$ cat config.mk
export PLATFORM = sky130hd
export DESIGN_NAME = hazard_detection_unit
export DESIGN_NICKNAME = d
export VERILOG_FILES = /design/src/rtl/hazard_detection_unit.sv
export SDC_FILE = /design/constraint.sdc
export NUM_CORES = 1
export LEC_CHECK = 0
export BUFFER_PORTS_ARGS = -buffer_cell sky130_fd_sc_hd__buf_4
export CORE_AREA = 2 2 39 41
export CTS_CLUSTER_SIZE = 8
export DETAILED_ROUTE_END_ITERATION = 16
export DIE_AREA = 0 0 41 43
export PLACE_DENSITY = 0.44
export SYNTH_ARGS = -nofsm -noshare
export SYNTH_HDL_FRONTEND = slang
export SYNTH_SLANG_ARGS = --single-unit
$ cat constraint.sdc
create_clock -name i_clock -period 0.9 [get_ports i_clock]
set_input_delay 0.045 -clock i_clock [delete_from_list [all_inputs] [get_ports i_clock]]
set_output_delay 0.045 -clock i_clock [all_outputs]
set_load 0.005 [all_outputs]
$ cat src/rtl/hazard_detection_unit.sv
// Load-use hazard detector between ID and EX: requests a one-stall bubble when a load
// in EX writes a register read by the ID instruction, and latches a sticky hazard LED.
module hazard_detection_unit #(
    parameter int CANT_BITS_ADDR_REGISTROS = 5
) (
    input  logic                                i_clock,
    input  logic                                i_reset,
    input  logic [CANT_BITS_ADDR_REGISTROS-1:0] i_rs_id,
    input  logic [CANT_BITS_ADDR_REGISTROS-1:0] i_rt_id,
    input  logic [CANT_BITS_ADDR_REGISTROS-1:0] i_registro_destino_ex,
    input  logic                                i_read_mem_ex,
    input  logic                                i_disable_for_exception,
    output logic                                o_bit_burbuja,
    output logic                                o_led
);

    logic w_match_rs;
    logic w_match_rt;
    logic w_hazard;
    logic w_burbuja;
    logic r_led;

    // Register $0 is deliberately not special-cased: a load targeting it still stalls.
    assign w_match_rs = (i_registro_destino_ex == i_rs_id);
    assign w_match_rt = (i_registro_destino_ex == i_rt_id);
    assign w_hazard   = i_read_mem_ex & (w_match_rs | w_match_rt);
    assign w_burbuja  = w_hazard & ~i_disable_for_exception;

    always_ff @(posedge i_clock) begin
        if (i_reset) begin
            r_led <= 1'b0;
        end else if (w_burbuja) begin
            r_led <= 1'b1;
        end
    end

    assign o_bit_burbuja = w_burbuja;
    assign o_led         = r_led;

endmodule

==> results of run 1 <==
-- metrics by stage --
| step | TNS, ns | total power [W] | cells | utilization, % | cell area [um2] |
|---|---|---|---|---|---|
| CTS | -0.06170 | 0.0001823 | 57 | 25.14 | 347.8 |
| detailed placement | -0.06509 | 0.0001816 | 57 | 25.14 | 347.8 |
| finish | -0.04052 | 0.0001785 | 57 | 25.14 | 347.8 |
| global placement | -0.06499 | 0.0001818 | 57 | 25.14 | 347.8 |
| floorplan | 0 | 0.00009997 | 21 | - | 177.7 |
| global route | -0.1039 | 0.0001919 | 57 | 25.14 | 347.8 |
-- kinds of logic (layout without fill, tap and decap cells) --
family	after synthesis	count (layout)
buffers and inverters	1	21
AO/OA/AOI/OAI	2	2
XOR/XNOR	10	10
AND/OR/NAND/NOR	7	7
flip-flops	1	1
-- power breakdown --
| group | internal [W] | total (W) | switching, W |
|---|---|---|---|
| clock | 0 | 0 | 0 |
| sequential | 0.0000463 | 0.0000467 | 0.000000430 |
| combinational | 0.0000811 | 0.000132 | 0.0000507 |
-- what timing repair did --
| action | in CTS | in global routing |
|---|---|---|
| setup endpoints to repair | 1 | 1 |
| endpoints found under the hold margin | 0 | 0 |
| gates resized for setup | 0 | 0 |
| pin swaps | 2 | 1 |
-- metal layers --
layer	track usage (%)	share of wire, %	vias to the layer above
li1	-	-	109
met1	6.349	37	83
met5	0	0	-
met3	0	8.2	0
met4	0	0	0
met2	10.00	54	9
-- how the worst max path moves through the flow --
| stage | to | cells past startpoint | slack [ns] |
|---|---|---|---|
| after floorplan | o_bit_burbuja | 4 | 0.20 |
| after global placement | o_bit_burbuja | 6 | -0.06 |
| after detailed placement | o_bit_burbuja | 6 | -0.07 |
| after CTS | o_bit_burbuja | 6 | -0.06 |
| after global routing | o_bit_burbuja | 6 | -0.10 |
| final | o_bit_burbuja | 6 | -0.04 |
-- cell usage in the layout, fill, tap and decap left out, drive strengths merged --
master	n
a22oi	1
o22ai	1
inv	1
nand2	1
nor3	2
nor3b	1
dfxtp	1
buf	20
xor2	10
nor2	3
-- layout make-up --
cell class,instances,area share (%)
multi-input cells,19,44.24
repair buffers,20,43.17
flip-flops and latches,1,5.755
well taps,16,5.755
inverters,1,1.079
==> key figures, run 1 <==
Worst setup path
  • Signal arrival time at the worst endpoint: around 0.90 ns
  • Start-to-end type of the worst setup path: primary input to primary output
  • WP buf/inv: 2
  • Cells traversed along the worst timing path: buf_4, xor2_1, nor3_2, a22oi_2, nor3b_2, buf_4
  • Launching instance or port of the critical path: i_rs_id[4]
  • Delay-heaviest family, CP: simple AND/OR/NAND/NOR gates
  • R2r setup slk: roughly 0.34 ns
  • Cell seen most often among critical-path stages: buf_4
  • Startpoint of the lowest-slack register-to-register path: o_led
  • Critical Path End Type: primary output
  • Category of the worst setup path launch point: primary input
  • Critical-path maximum fanout: 2
  • Delay contributed by the slowest stage of the critical path: between 0.15 and 0.2 ns
  • Worst EP required: 0.85 ns
  • Endpoint of the most critical register-to-register path: o_led
  • Max stage delay cell, worst path: nor3_2
  • Length in cells of the worst reg-to-reg path: 2

Run
  • Max Cap Viol: 0

Logic synthesis
  • Dominant register cell in the synthesized netlist: dfxtp_1
  • Share of cell area taken by muxes after synthesis: 0%
  • Most numerous cell types in the synthesized netlist: xor2_1 (10), nor2_1 (3), nor3_2 (2)
  • Top cells by area, synth: xor2_1 (49%), dfxtp_1 (11%), nor3_2 (11%), a22oi_2 (7.0%), nor3b_2 (7.0%)
  • Xor-xnor portion of the synthesized cell area: between 40% and 50%
  • Share of flip-flops with an asynchronous set or reset after synthesis: 0%
  • Number of distinct library cells after synthesis: 9
  • Main combinational cell family by area after synthesis: XOR/XNOR gates
  • Area share of and/or/nand/nor cells after synthesis: 26.76%
  • Per-instance average area after synthesis: about 8.5 um2
  • Number of warnings issued by yosys: 0
  • Top-area cell type share of the netlist area: around half
  • Area fraction in compound gates after synthesis: a little over a tenth
  • Adder-Cell Fraction of Synth Area: 0%
  • Total standard cell area after synthesis: 177.7 um2
  • Cell taking the most area after synthesis: xor2_1
  • Seq/Total Area, Yosys: a little under an eighth
  • Count of state elements after synthesis: 1
  • Synthesized netlist net count: 40
  • Post-Syn Instances: 21
  • Most common cell in the synthesized netlist: xor2_1
  • Number of enable-type register cells in the synthesized netlist: 0

STA
  • Crit share post-route: 104.5%
  • Setup repair after global routing missed its margin: yes
  • Shortest period the worst path allows: roughly 0.94 ns
  • Final setup margin: -0.04052 ns
  • Worst Max-Slew Pin Slew: between 0.15 and 0.2 ns
  • Final setup violation count: 1
  • Achievable Freq: around 1100 MHz
  • Final hold slack: 0.2475 ns
  • Max Clock Skew: 0 ns
  • Number of hold-slack violations in the final timing report: 0
  • Relative slew slack: between 80% and 90%
  • Slew Viols, Final: 0

Cells and area
  • Max reg flops: 1
  • Area growth, synth to finish: 95.78%
  • Final Net Count: 62
  • Area of combinational cells with multiple inputs: ~150 um2
  • Fill cell total of the finished layout: between 150 and 200
  • Proportion of layout cells with a drive suffix above 1: 58.54%
  • Seq. cell area: around 20 um2
  • Final antenna diode count: 0

Drt
  • Post-detailed-route wirelength per cell: 7.509 um
  • Total detailed-routing wirelength: roughly 430 um
  • Number of detailed-route iterations in the first pass: 2
  • Number of nets with antenna violations after detailed routing: 0
  • Number of remaining DRC errors: 0
  • Number of DRC violations after detailed-routing iteration 0: 1
  • Vias per std cell: around 3.5
  • Via count of the routed design: 201

Floorplan
  • Die height: between 40 and 50 um
  • Total core area: approximately 1400 um2
  • Starting utilization of the core area: 12.84%
  • IO Count: 21
  • Std-Cell Rows: 14
  • Area enclosed by the die boundary: approximately 1800 um2
  • Die width: 41 um

Global route
  • Vias in the first global route: 200
  • All-Layer GR Usage: ~5.2%
  • Largest net degree at the start of global routing: 3
  • Wire length of the first global-routing pass: between 700 and 800 um
  • Antenna violations before repair: 0
  • Remaining global-route overflow: 0

Power and ir drop
  • PwrDens: between 500 and 600 nW/um2
  • Static power due to leakage: around 0.16 nW
  • IR Drop Worst-Case VDD: between 0.1 and 0.15 mV

CTS
  • Hold buffer count at cts: 0
  • Clk slew on worst S/H paths: 0 ns
  • Clock latency at the later pin of the worst-skew pair: 0 ns
  • Post-CTS setup repair buffer count: 0

Hold path
  • Worst min-delay path category: primary input to register
  • Launch point of the worst hold path: i_reset
  • Worst hold stages: 2
  • Hold-critical path endpoint: o_led

Run status
  • Status: finished with violations
  • Violations in the final reports: negative setup slack

Place
  • Placer's final routability congestion estimate: approximately 0.56
  • Worst slack after detailed placement: -0.06509 ns
  • Buffers on Ports: 20
Note: power is estimated with default switching activity, not from simulation.
==> inputs of run 2 (changes only) <==
--- a/config.mk
+++ b/config.mk
@@ -10,7 +10,6 @@
 export CTS_CLUSTER_SIZE = 8
 export DETAILED_ROUTE_END_ITERATION = 16
 export DIE_AREA = 0 0 41 43
-export PLACE_DENSITY = 0.44
 export SYNTH_ARGS = -nofsm -noshare
 export SYNTH_HDL_FRONTEND = slang
 export SYNTH_SLANG_ARGS = --single-unit
==> run 2 against run 1 <==
The flow still finishes with violations (negative setup slack). Design area up 16%. Largest power group unchanged. Via count up 1.0%. Largest cell class unchanged. Setup slack got worse by 0.0035 ns. Clock skew is the same.
==> key figures, run 2 (synthesized netlist as in run 1, its figures left out) <==
Run status
  • Status: finished with violations (unchanged)
  • Violations in the final reports: negative setup slack (unchanged)

STA
  • Crit share post-route: 104.9% (was 104.5%)
  • Final setup violation count: 1 (unchanged)
  • Final hold slack: 0.2544 ns (was 0.2475 ns)
  • Final setup margin: -0.04400 ns (was -0.04052 ns)
  • Setup repair after global routing missed its margin: yes (unchanged)
  • Max Clock Skew: 0 ns (unchanged)
  • Number of hold-slack violations in the final timing report: 0 (unchanged)
  • Worst Max-Slew Pin Slew: 0.1771 ns (was 0.1788 ns)
  • Relative slew slack: 88.19% (was 88.04%)
  • Achievable Freq: 1059 MHz (was 1063 MHz)
  • Shortest period the worst path allows: 0.9440 ns (was 0.9405 ns)
  • Slew Viols, Final: 0 (unchanged)

Run
  • Max Cap Viol: 0 (unchanged)

Worst setup path
  • Start-to-end type of the worst setup path: primary input to primary output (unchanged)
  • Length in cells of the worst reg-to-reg path: 2 (unchanged)
  • Critical-path maximum fanout: 2 (unchanged)
  • Endpoint of the most critical register-to-register path: o_led (unchanged)
  • Worst EP required: 0.85 ns (about the same)
  • Critical Path End Type: primary output (unchanged)
  • Category of the worst setup path launch point: primary input (unchanged)
  • Startpoint of the lowest-slack register-to-register path: o_led (unchanged)
  • R2r setup slk: 0.33 ns (was 0.34 ns)
  • Signal arrival time at the worst endpoint: 0.90 ns (about the same)

Power and ir drop
  • Power share of the clock group: 0% (about the same)
  • Sw frac: 28.55% (was 28.66%)
  • Internal Dissipation: 0.0001435 W (was 0.0001274 W)
  • Switching power: 0.00005735 W (was 0.00005117 W)
  • Static power due to leakage: 0.1789 nW (was 0.1637 nW)
  • Comb power frac: 76.7% (was 73.8%)
  • Sequential cell fraction of total power: 23.3% (was 26.2%)
  • PwrDens: 498.5 nW/um2 (was 513.3 nW/um2)
  • IR Drop Worst-Case VDD: 0.1232 mV (was 0.1032 mV)

Place
  • Placer's final routability congestion estimate: 0.5356 (was 0.5639)
  • Post-detailed-placement half-perimeter wirelength: ~420 um
  • Buffers on Ports: 20 (unchanged)
  • Placed Cells: 57 (unchanged)
  • Worst slack after detailed placement: -0.05898 ns (was -0.06509 ns)

Cells and area
  • Final antenna diode count: 0 (unchanged)
  • Max reg flops: 1 (unchanged)
  • Final core utilization: 29.11% (was 25.14%)
  • Non-filler instance count after layout: 58 (was 57)
  • Most used cells in the layout excluding fill and tap cells: buf_4 (17), xor2_1 (7), nor2_1 (3), xor2_2 (3), buf_6 (3) (was buf_4 (20), xor2_1 (10), nor2_1 (3))
  • Proportion of layout cells with a drive suffix above 1: 69.05% (was 58.54%)
  • Area growth, synth to finish: 126.8% (was 95.78%)
  • Fill cell total of the finished layout: 151 (was 159)
  • Most common library cell in the layout ignoring fill and taps: buf_4 (unchanged)
  • Final Net Count: 63 (was 62)

Global route
  • Wire length of the first global-routing pass: 662 um (was 703 um)
  • Vias in the first global route: 193 (was 200)
  • All-Layer GR Usage: 5.000% (was 5.200%)
  • Largest net degree at the start of global routing: 3 (unchanged)
  • Remaining global-route overflow: 0 (unchanged)
  • Antenna violations before repair: 0 (unchanged)

CTS
  • Clk slew on worst S/H paths: 0 ns (about the same)
  • Hold buffer count at cts: 0 (unchanged)
  • Clock latency at the later pin of the worst-skew pair: 0 ns (about the same)

Drt
  • Vias per std cell: 3.500 (was 3.526)
  • Total detailed-routing wirelength: 458 um (was 428 um)
  • Number of detailed-route iterations in the first pass: 2 (unchanged)
  • Post-detailed-route wirelength per cell: 7.897 um (was 7.509 um)
  • Number of remaining DRC errors: 0 (unchanged)
  • Via count of the routed design: 203 (was 201)
  • Number of DRC violations after detailed-routing iteration 0: 1 (unchanged)
  • Number of nets with antenna violations after detailed routing: 0 (unchanged)

Hold path
  • Worst hold stages: 2 (unchanged)
  • Launch point of the worst hold path: i_reset (unchanged)
  • Hold-critical path endpoint: o_led (unchanged)
  • Worst min-delay path category: primary input to register (unchanged)

Floorplan
  • Starting utilization of the core area: 12.84% (unchanged)
  • Total core area: 1384 um2 (unchanged)
  • Std-Cell Rows: 14 (unchanged)
  • Area enclosed by the die boundary: 1763 um2 (unchanged)
  • Die height: 43 um (unchanged)
  • IO Count: 21 (unchanged)
  • Die width: 41 um (unchanged)
[run 2: worst max-delay path by stage]
stage | from | endpoint | cells after the start
global route | i_rs_id[1] | o_bit_burbuja | 6
CTS | i_rs_id[4] | o_bit_burbuja | 6
finish | i_rt_id[2] | o_bit_burbuja | 6
global placement | i_registro_destino_ex[1] | o_bit_burbuja | 6
detailed placement | i_registro_destino_ex[1] | o_bit_burbuja | 6
floorplan | i_registro_destino_ex[1] | o_bit_burbuja | 4
[run 2: timing repair]
action / in CTS / in global routing
pin swaps: 2 / 8
setup buffers: 0 / 1
setup endpoints to repair: 1 / 2
resized for setup: 0 / 9
[run 2: worst max-delay path, cell delays in order]
cell	delay (ns)
buf_4	0.11
xor2_1	0.16
nor3_2	0.20
a22oi_2	0.09
nor3b_2	0.18
buf_4	0.13
[run 2: through the flow]
stage	instance area (um2)	total power, W	setup TNS, ns
after detailed placement	347.8	0.0001799	-0.05898
after global routing	402.9	0.0002159	-0.1483
after CTS	347.8	0.0001805	-0.06029
final	402.9	0.0002009	-0.04400
after global placement	347.8	0.0001801	-0.06513
after floorplan	177.7	0.00009997	0
[run 2: power groups by stage]
stage          Sequential (W)  Clock, W  Combinational (W)
2_1_floorplan       0.0000468         0          0.0000531
3_3_place_gp        0.0000468         0           0.000133
3_5_place_dp        0.0000467         0           0.000133
4_1_cts             0.0000467         0           0.000134
5_1_grt             0.0000468         0           0.000169
6_report            0.0000467         0           0.000154
[run 2: layout make-up]
class | instances | area, um2 | share of cell area, %
Inverter | 1 | 3.754 | 0.9317
Multi-Input combinational cell | 19 | 182.7 | 45.34
Timing Repair Buffer | 21 | 176.4 | 43.79
Tap cell | 16 | 20.02 | 4.969
Sequential cell | 1 | 20.02 | 4.969
[run 2: layer usage]
layer / wire [um] / GRT usage, %
met1: 157 / 6.032
met2: 244 / 9.688
met3: 56 / 0
met4: 0 / 0
met5: 0 / 0
